==> src/rtl/cal_unit.sv <==
// -----------------------------------------------------------------------------
// cal_unit
//
// Calculation-stage responder for a four-state controller
// (Sinit=0, Smem=1, Scal=2, Sdisplay=3). The unit watches the controller
// state, reports its own status on CS, and runs one unsigned W-bit operation
// each time the controller enters Scal. The result is held for the display
// stage.
//
//   op 00 add : one busy cycle, zero-extended (W+1)-bit sum
//   op 01 sub : one busy cycle, 2W-bit two's-complement difference
//   op 10 mul : W busy cycles, shift-add, multiplier LSB first
//   op 11 div : W busy cycles, restoring, quotient MSB first;
//               result = {remainder, quotient}. Divide by zero takes one
//               busy cycle and gives all ones with err=1.
//
// Ports
//   clk    in  1   rising-edge clock
//   rst    in  1   asynchronous reset, active low
//   state  in  2   controller state
//   op     in  2   operation select (sampled on the start edge only)
//   a, b   in  W   operands (sampled on the start edge only)
//   CS     out 2   status: 00 idle, 01 ready, 11 busy, 10 done
//   result out 2W  operation result (registered)
//   err    out 1   divide-by-zero flag (registered)
//
// Handshake: the unit accepts a start only in READY on an edge where
// state==Scal, and it only leaves DONE after state==Sinit, so each Scal
// visit of the controller produces exactly one computation.
// -----------------------------------------------------------------------------
module cal_unit #(
    parameter int W = 8
) (
    input  logic           clk,
    input  logic           rst,
    input  logic [1:0]     state,
    input  logic [1:0]     op,
    input  logic [W-1:0]   a,
    input  logic [W-1:0]   b,
    output logic [1:0]     CS,
    output logic [2*W-1:0] result,
    output logic           err
);

    localparam int CW = $clog2(W) + 1;

    localparam logic [1:0] S_INIT = 2'd0;
    localparam logic [1:0] S_CAL  = 2'd2;

    localparam logic [1:0] OP_ADD = 2'b00;
    localparam logic [1:0] OP_SUB = 2'b01;
    localparam logic [1:0] OP_MUL = 2'b10;
    localparam logic [1:0] OP_DIV = 2'b11;

    // State encoding equals the CS code, so CS is the state register itself
    // and is registered by construction.
    typedef enum logic [1:0] {
        U_IDLE  = 2'b00,
        U_READY = 2'b01,
        U_BUSY  = 2'b11,
        U_DONE  = 2'b10
    } u_state_t;

    u_state_t r_fsm;
    u_state_t w_fsm_next;

    logic [1:0]     r_op;
    logic [W-1:0]   r_b;      // latched B (addend/subtrahend/divisor)
    logic [2*W-1:0] r_x;      // low half: latched A; mul: shifted multiplicand
    logic [W-1:0]   r_y;      // mul: multiplier shifter; div: dividend/quotient
    logic [2*W-1:0] r_acc;    // mul partial product
    logic [W-1:0]   r_rem;    // div partial remainder
    logic [CW-1:0]  r_cnt;    // busy edges completed for mul/div
    logic [2*W-1:0] r_result;
    logic           r_err;

    logic           w_start;
    logic           w_abort;
    logic           w_last;
    logic           w_div0;
    logic [W:0]     w_sum;
    logic [2*W-1:0] w_diff;
    logic [2*W-1:0] w_acc_next;
    logic [W:0]     w_rem_sh;
    logic [W:0]     w_trial;
    logic           w_qbit;
    logic [W-1:0]   w_rem_next;
    logic [W-1:0]   w_q_next;

    assign w_start = (r_fsm == U_READY) && (state == S_CAL);
    assign w_abort = (state == S_INIT);
    assign w_div0  = (r_op == OP_DIV) && (r_b == '0);

    // add/sub and divide-by-zero finish on the first busy edge; mul/div
    // finish on the W-th busy edge.
    assign w_last = (r_op == OP_ADD) || (r_op == OP_SUB) || w_div0 ||
                    (r_cnt == CW'(W - 1));

    assign w_sum  = {1'b0, r_x[W-1:0]} + {1'b0, r_b};
    assign w_diff = {{W{1'b0}}, r_x[W-1:0]} - {{W{1'b0}}, r_b};

    assign w_acc_next = r_acc + (r_y[0] ? r_x : '0);

    // Restoring step: bring down the next dividend bit, try the subtract and
    // keep it only if it did not borrow (MSB of the W+1-bit trial clear).
    assign w_rem_sh   = {r_rem, r_y[W-1]};
    assign w_trial    = w_rem_sh - {1'b0, r_b};
    assign w_qbit     = ~w_trial[W];
    assign w_rem_next = w_qbit ? w_trial[W-1:0] : w_rem_sh[W-1:0];
    assign w_q_next   = {r_y[W-2:0], w_qbit};

    // FSM state register
    always_ff @(posedge clk or negedge rst) begin
        if (!rst) begin
            r_fsm <= U_IDLE;
        end else begin
            r_fsm <= w_fsm_next;
        end
    end

    // FSM next state
    always_comb begin
        w_fsm_next = r_fsm;
        case (r_fsm)
            U_IDLE:  w_fsm_next = U_READY;
            U_READY: if (w_start) w_fsm_next = U_BUSY;
            U_BUSY: begin
                if (w_abort) begin
                    w_fsm_next = U_READY;
                end else if (w_last) begin
                    w_fsm_next = U_DONE;
                end
            end
            U_DONE:  if (w_abort) w_fsm_next = U_READY;
            default: w_fsm_next = U_IDLE;
        endcase
    end

    // Datapath
    always_ff @(posedge clk or negedge rst) begin
        if (!rst) begin
            r_op     <= '0;
            r_b      <= '0;
            r_x      <= '0;
            r_y      <= '0;
            r_acc    <= '0;
            r_rem    <= '0;
            r_cnt    <= '0;
            r_result <= '0;
            r_err    <= 1'b0;
        end else begin
            if (w_start) begin
                r_op  <= op;
                r_b   <= b;
                r_x   <= {{W{1'b0}}, a};
                r_y   <= (op == OP_DIV) ? a : b;
                r_acc <= '0;
                r_rem <= '0;
                r_cnt <= '0;
                r_err <= 1'b0;
            end else if ((r_fsm == U_BUSY) && !w_abort) begin
                case (r_op)
                    OP_ADD: r_result <= {{(W-1){1'b0}}, w_sum};
                    OP_SUB: r_result <= w_diff;
                    OP_MUL: begin
                        r_acc <= w_acc_next;
                        r_x   <= r_x << 1;
                        r_y   <= r_y >> 1;
                        r_cnt <= r_cnt + 1'b1;
                        if (w_last) r_result <= w_acc_next;
                    end
                    default: begin
                        if (w_div0) begin
                            r_result <= '1;
                            r_err    <= 1'b1;
                        end else begin
                            r_rem <= w_rem_next;
                            r_y   <= w_q_next;
                            r_cnt <= r_cnt + 1'b1;
                            if (w_last) r_result <= {w_rem_next, w_q_next};
                        end
                    end
                endcase
            end
        end
    end

    assign CS     = r_fsm;
    assign result = r_result;
    assign err    = r_err;

endmodule
==> config.mk <==
export PLATFORM = sky130hd
export DESIGN_NAME = cal_unit
export DESIGN_NICKNAME = d
export VERILOG_FILES = /design/src/rtl/cal_unit.sv
export SDC_FILE = /design/constraint.sdc
export NUM_CORES = 1
export LEC_CHECK = 0
export BUFFER_PORTS_ARGS = -buffer_cell sky130_fd_sc_hd__buf_2
export CAP_MARGIN = 25
export CORE_MARGIN = 2
export CORE_UTILIZATION = 50
export CTS_BUF_LIST = sky130_fd_sc_hd__clkbuf_8
export DETAILED_ROUTE_END_ITERATION = 10
export PLACE_DENSITY = 0.75
export SLEW_MARGIN = 25
export SYNTH_ARGS = -nofsm -noshare
export SYNTH_HDL_FRONTEND = slang
export SYNTH_SLANG_ARGS = --single-unit
==> constraint.sdc <==
create_clock -name clk -period 3.5 [get_ports clk]
set_clock_uncertainty 0.15 [all_clocks]
set_input_delay 0.7 -clock clk [delete_from_list [all_inputs] [get_ports clk]]
set_output_delay 0.7 -clock clk [all_outputs]
set_load 0.005 [all_outputs]
Word level (Yosys, flattened, before mapping)
Index checks and enable logic that the tools add are counted.

word-level totals
  register bits after elaboration = 81
  input bits = 22
  output and inout bits = 19

cells by class
  add/sub/neg operators = 5
  equal/unequal tests = 17
  muxes and demuxes = 34
  bitwise logic cells = 2
  reduce and logical (&&, ||, !) cells = 23

operator list
  operator                                                                  number
  16-bit two-way mux                                                        10
  8-bit two-way mux                                                         9
  16-bit case mux with 3 select lines                                       1
  16-bit adder                                                              1
  8-bit case mux with 2 select lines                                        1
  2-bit equality test (second input constant)                               6
  4-bit two-way mux                                                         3
  3-bit AND reduction                                                       4
  8-bit by 8-bit adder with 9-bit output                                    1
  8-bit by 8-bit subtractor with 9-bit output                               1
  9-bit by 8-bit subtractor with 9-bit output                               1
  8-bit zero test                                                           1
  2-bit two-way mux                                                         4
  2-bit inequality test (second input constant)                             4
  2-bit case mux with 4 select lines                                        1
  4-bit case mux with 2 select lines                                        1
  2-bit zero test                                                           3
  2-bit nonzero test                                                        3
  4-bit by 1-bit adder with 4-bit output (second input constant)            1
  2-bit by 1-bit equality test with 1-bit output (second input constant)    2
  4-bit by 3-bit equality test with 1-bit output (second input constant)    1
  1-bit two-way mux                                                         4
  2-bit by 1-bit inequality test with 1-bit output (second input constant)  2
  4-bit AND reduction                                                       1
  other kinds (10)                                                          15

Longest topological paths before layout
  word-level depth = 7
  gate-level depth with buffers = 12
  gate-level depth less buffers = 11

Worst setup path after synthesis
OpenSTA, ideal clock, no wires.

  path type = reg2reg
  start point = reg r_y[7]
  end point = reg r_result[12] (netlist: result[12])
  setup time = 0.131 ns
  arrival = 2.505 ns
  data required time = 3.219 ns
  setup slack = 0.714 ns
  stages on the path, launching flop included = 13
  period minus slack after synthesis = 2.786 ns
  path through = dfrtp_1 -> inv_1 -> ha_1 -> inv_1 -> fa_1 -> a211o_1 -> a21oi_1 -> a21oi_1 -> o21ai_1 -> clkbuf_8 -> mux2i_1 -> o2bb2ai_1 -> a21oi_1

on the way
  word-level cells in the longest chain between the ends = 5

RTL lines
  element                                      line  RTL
  from (decl)                                  70    logic [W-1:0] r_y;
  from (signal assigned)                       156   r_y <= (op == OP_DIV) ? a : b;
  from (signal assigned)                       168   r_y <= r_y >> 1;
  from (signal assigned)                       178   r_y <= w_q_next;
  9-bit by 8-bit subtractor with 9-bit output  107   assign w_trial = w_rem_sh - {1'b0, r_b};
  8-bit two-way mux                            109   assign w_rem_next = w_qbit ? w_trial[W-1:0] : w_rem_sh[W-1:0];
  16-bit two-way mux                           180   if (w_last) r_result <= {w_rem_next, w_q_next};
  16-bit two-way mux                           173   if (w_div0) begin
  16-bit case mux with 3 select lines          162   case (r_op)
  to (signal assigned)                         163   OP_ADD: r_result <= {{(W-1){1'b0}}, w_sum};
  to (signal assigned)                         164   OP_SUB: r_result <= w_diff;
  to (signal assigned)                         180
  to (decl)                                    74    logic [2*W-1:0] r_result;

Every way passes these cells. The select of a mux whose other input is x is not followed.
A chain may end at the register's enable or synchronous reset.

Worst setup path after layout
  start point = reg r_y[7]
  end point = reg r_result[9] (netlist: result[9])

The elaborated chain is that of the path after synthesis.

==> qor.txt <==
Max VDD drop - 459 uV
final worst path period need - 3.24 ns
area leader, netlist - dfrtp_1
Worst Setup EP - result[9]$_DFFE_PN0P_
CTS Buf Count - 9
Yosys cell types - 70
first-pass GRT wire length - 24900 um
worst skew pair latency - 0.37 ns
MaxCap Viol Count - 0
Commonest cells post-synth - nand2_1 (88), dfrtp_1 (81), o21ai_0 (54), nor2_1 (49), ha_1 (40)
Main synth FF type - dfrtp_1
vias in the first global route - 4850
HP Class - in -> async
H-tree Lvls - 3
DRT iter0 DRCs - 516
Mapped Area - 5610 um^2
RR Endpoint - result[9]$_DFFE_PN0P_
Max-slew headroom - 50.0%
dpl hpwl - 11600 um
area growth from synthesis to layout - 9.10%
Mean Syn Cell Area - 8.80 um^2
Required @ worst endpoint - 3.59 ns
Initial Util - 51.5%
worst r2r src - r_y[7]$_DFFE_PN0P_
post-synthesis net count - 703
Total GRT Usage - 27.4%
Final Max Slew Viols - 0
# resized after CTS - 0
Core Area - 10900 um^2
largest net degree at the start of global routing - 82
CP startpoint kind - flop
WL final - 15400 um
row cnt - 38
Antenna diodes - 0
DRC - 0
pwr dens - 928 nW/um^2
Detail Route Antenna Nets - 0
post-synthesis cell count - 637
most frequent cell after synthesis - nand2_1
I/O Pins - 41
Setup CP Type - reg -> reg
Synth top area share - 36.1%
# fillers - 1004
Vert. Die Dim - 110 um
number of synthesized flops with an enable pin - 0
die footprint - 12100 um^2
largest cells by area after synthesis - dfrtp_1 (36%), ha_1 (8.9%), nand2_1 (5.9%)
Arrival @ worst endpoint - 3.33 ns
Worst Tran Pin Value - 0.750 ns
share of post-route cells with drive strength above 1 - 12.0%
flop2flop setup slack - 0.26 ns
endpoints failing hold - 0
Nets - 734
RSZ-0062 raised after global routing - no
crit end category - flop
sequential area share after synthesis - 36.1%
Final Cycle Share - 92.6%
FFs w/ async S/R, synth - 100%
clock sinks - 81
setup TNS - 0 ns
CTS tree - done
status - finished, final reports clean
wire length per cell - 18.9 um
clk buf depth - 2
Root Driver - clkbuf_8
via count - 4988
Yosys reg bits - 81
worst reg2reg path depth - 12
Die Width - 110 um
yosys warns - 0
# setup viols final - 0
gr ovfl total - 0
Placer Congestion - 0.941
hold_buf cts - 0
Hold WS - 0.213 ns
CP Max Fanout - 8
initial antenna violation count - 0
Via density - 6.14
drt first pass iters - 5
CTS clock-pin slew for the worst setup and hold paths - 0.09 ns
post-CTS setup buffer count - 0
input/output buffers - 40
Worst setup startpoint - r_y[7]$_DFFE_PN0P_
Pleak - 0.00287 uW
highest achievable clock rate - 309 MHz
[state kept, by name (all words and copies together), names as in the netlist]
name / count
r_acc: 16
r_x: 16
result: 16
r_b: 8
r_rem: 8
r_y: 8
r_cnt: 4
CS: 2
r_op: 2
err: 1
[per-layer routing]
layer | track usage (%) | wire length, um | up-vias
met1 | 37.2 | 6850 | 2388
li1 | - | - | 2345
met3 | 5.04 | 1140 | 52
met5 | 0 | 0 | -
met2 | 42.1 | 6760 | 203
met4 | 13.0 | 632 | 0
[worst max-delay path, stage by stage (launching register included)]
cell and delay [ns]:
dfrtp_1 0.41, inv_1 0.11, ha_1 0.19, inv_1 0.06
fa_1 0.42, a211o_1 0.32, a21oi_1 0.25, a21oi_1 0.10
o21ai_1 0.35, buf_4 0.29, mux2i_1 0.24, nand2b_1 0.13
a31oi_1 0.08
[cell families after synthesis]
| kind of cell | Yosys count | share of synthesized area [%] |
|---|---|---|
| xor+xnor | 30 | 4.69 |
| compound gates | 191 | 22.8 |
| mux | 18 | 3.21 |
| simple gates | 221 | 18.1 |
| buf+inv | 52 | 4.66 |
| fa+ha+maj | 44 | 10.4 |
| flops | 81 | 36.1 |
[cells in the final DEF (no fill, tap or decap), types with 3 or more instances in the layout]
| master | n |
|---|---|
| nand3_1 | 35 |
| nand2b_1 | 6 |
| buf_4 | 11 |
| a22o_1 | 4 |
| nor2_1 | 49 |
| o22ai_1 | 8 |
| xnor2_1 | 22 |
| o211ai_1 | 10 |
| a21o_1 | 9 |
| clkbuf_8 | 10 |
| a21oi_1 | 35 |
| a22oi_1 | 3 |
| dfrtp_1 | 81 |
| a221oi_1 | 3 |
| o21a_1 | 7 |
| o31ai_1 | 5 |
| buf_2 | 39 |
| o221ai_1 | 4 |
| o22a_1 | 3 |
| o21ai_1 | 3 |
| a31oi_1 | 3 |
| nor2b_1 | 7 |
| ha_1 | 40 |
| and2_1 | 19 |
| a311oi_1 | 3 |
| a2111oi_0 | 4 |
| mux2i_1 | 18 |
| o21ai_0 | 54 |
| xor2_1 | 8 |
| nand2_1 | 88 |
| inv_1 | 21 |
| nor3_1 | 4 |
| a211oi_1 | 5 |
| fa_1 | 4 |
| clkinvlp_4 | 3 |
[worst min-delay path by stage]
stage	end	cells after the start	slack (ns)	startpoint
floorplan	CS[0]$_DFFE_PN0P_	0	0.25	rst
global placement	result[3]$_DFFE_PN0P_	2	0.31	result[3]$_DFFE_PN0P_
detailed placement	r_x[14]$_DFFE_PN0P_	2	0.32	r_x[13]$_DFFE_PN0P_
CTS	r_x[14]$_DFFE_PN0P_	2	0.34	r_x[13]$_DFFE_PN0P_
global route	r_x[6]$_DFFE_PN0P_	1	0.27	rst
finish	r_x[4]$_DFFE_PN0P_	1	0.21	rst
[stage by stage]
step	utilization [%]	power (uW)	setup slack [ns]	cell area (um^2)	cells
finish	56.2	5670	0.260	6120	813
global route	56.2	6090	0.0633	6120	813
CTS	56.2	5630	0.290	6110	813
detailed placement	54.1	4820	0.363	5890	797
global placement	54.1	4720	0.433	5890	797
floorplan	-	3900	0.714	5610	637
[final cells by class]
class                      instances  area, um^2  area share, %
clock inverter                     6        91.3           1.49
sequential                        81        2030           33.1
multi-input combinational        504        3320           54.3
inverter                          21        78.8           1.29
clock buffer                      10         138           2.25
timing repair buffer              51         289           4.72
tap                              140         175           2.86
[report_power, final]
part	internal (uW)	switching (uW)
Combinational	1330	1860
Sequential	1280	416
Clock	422	370
Note: power is estimated with default switching activity, not from simulation.
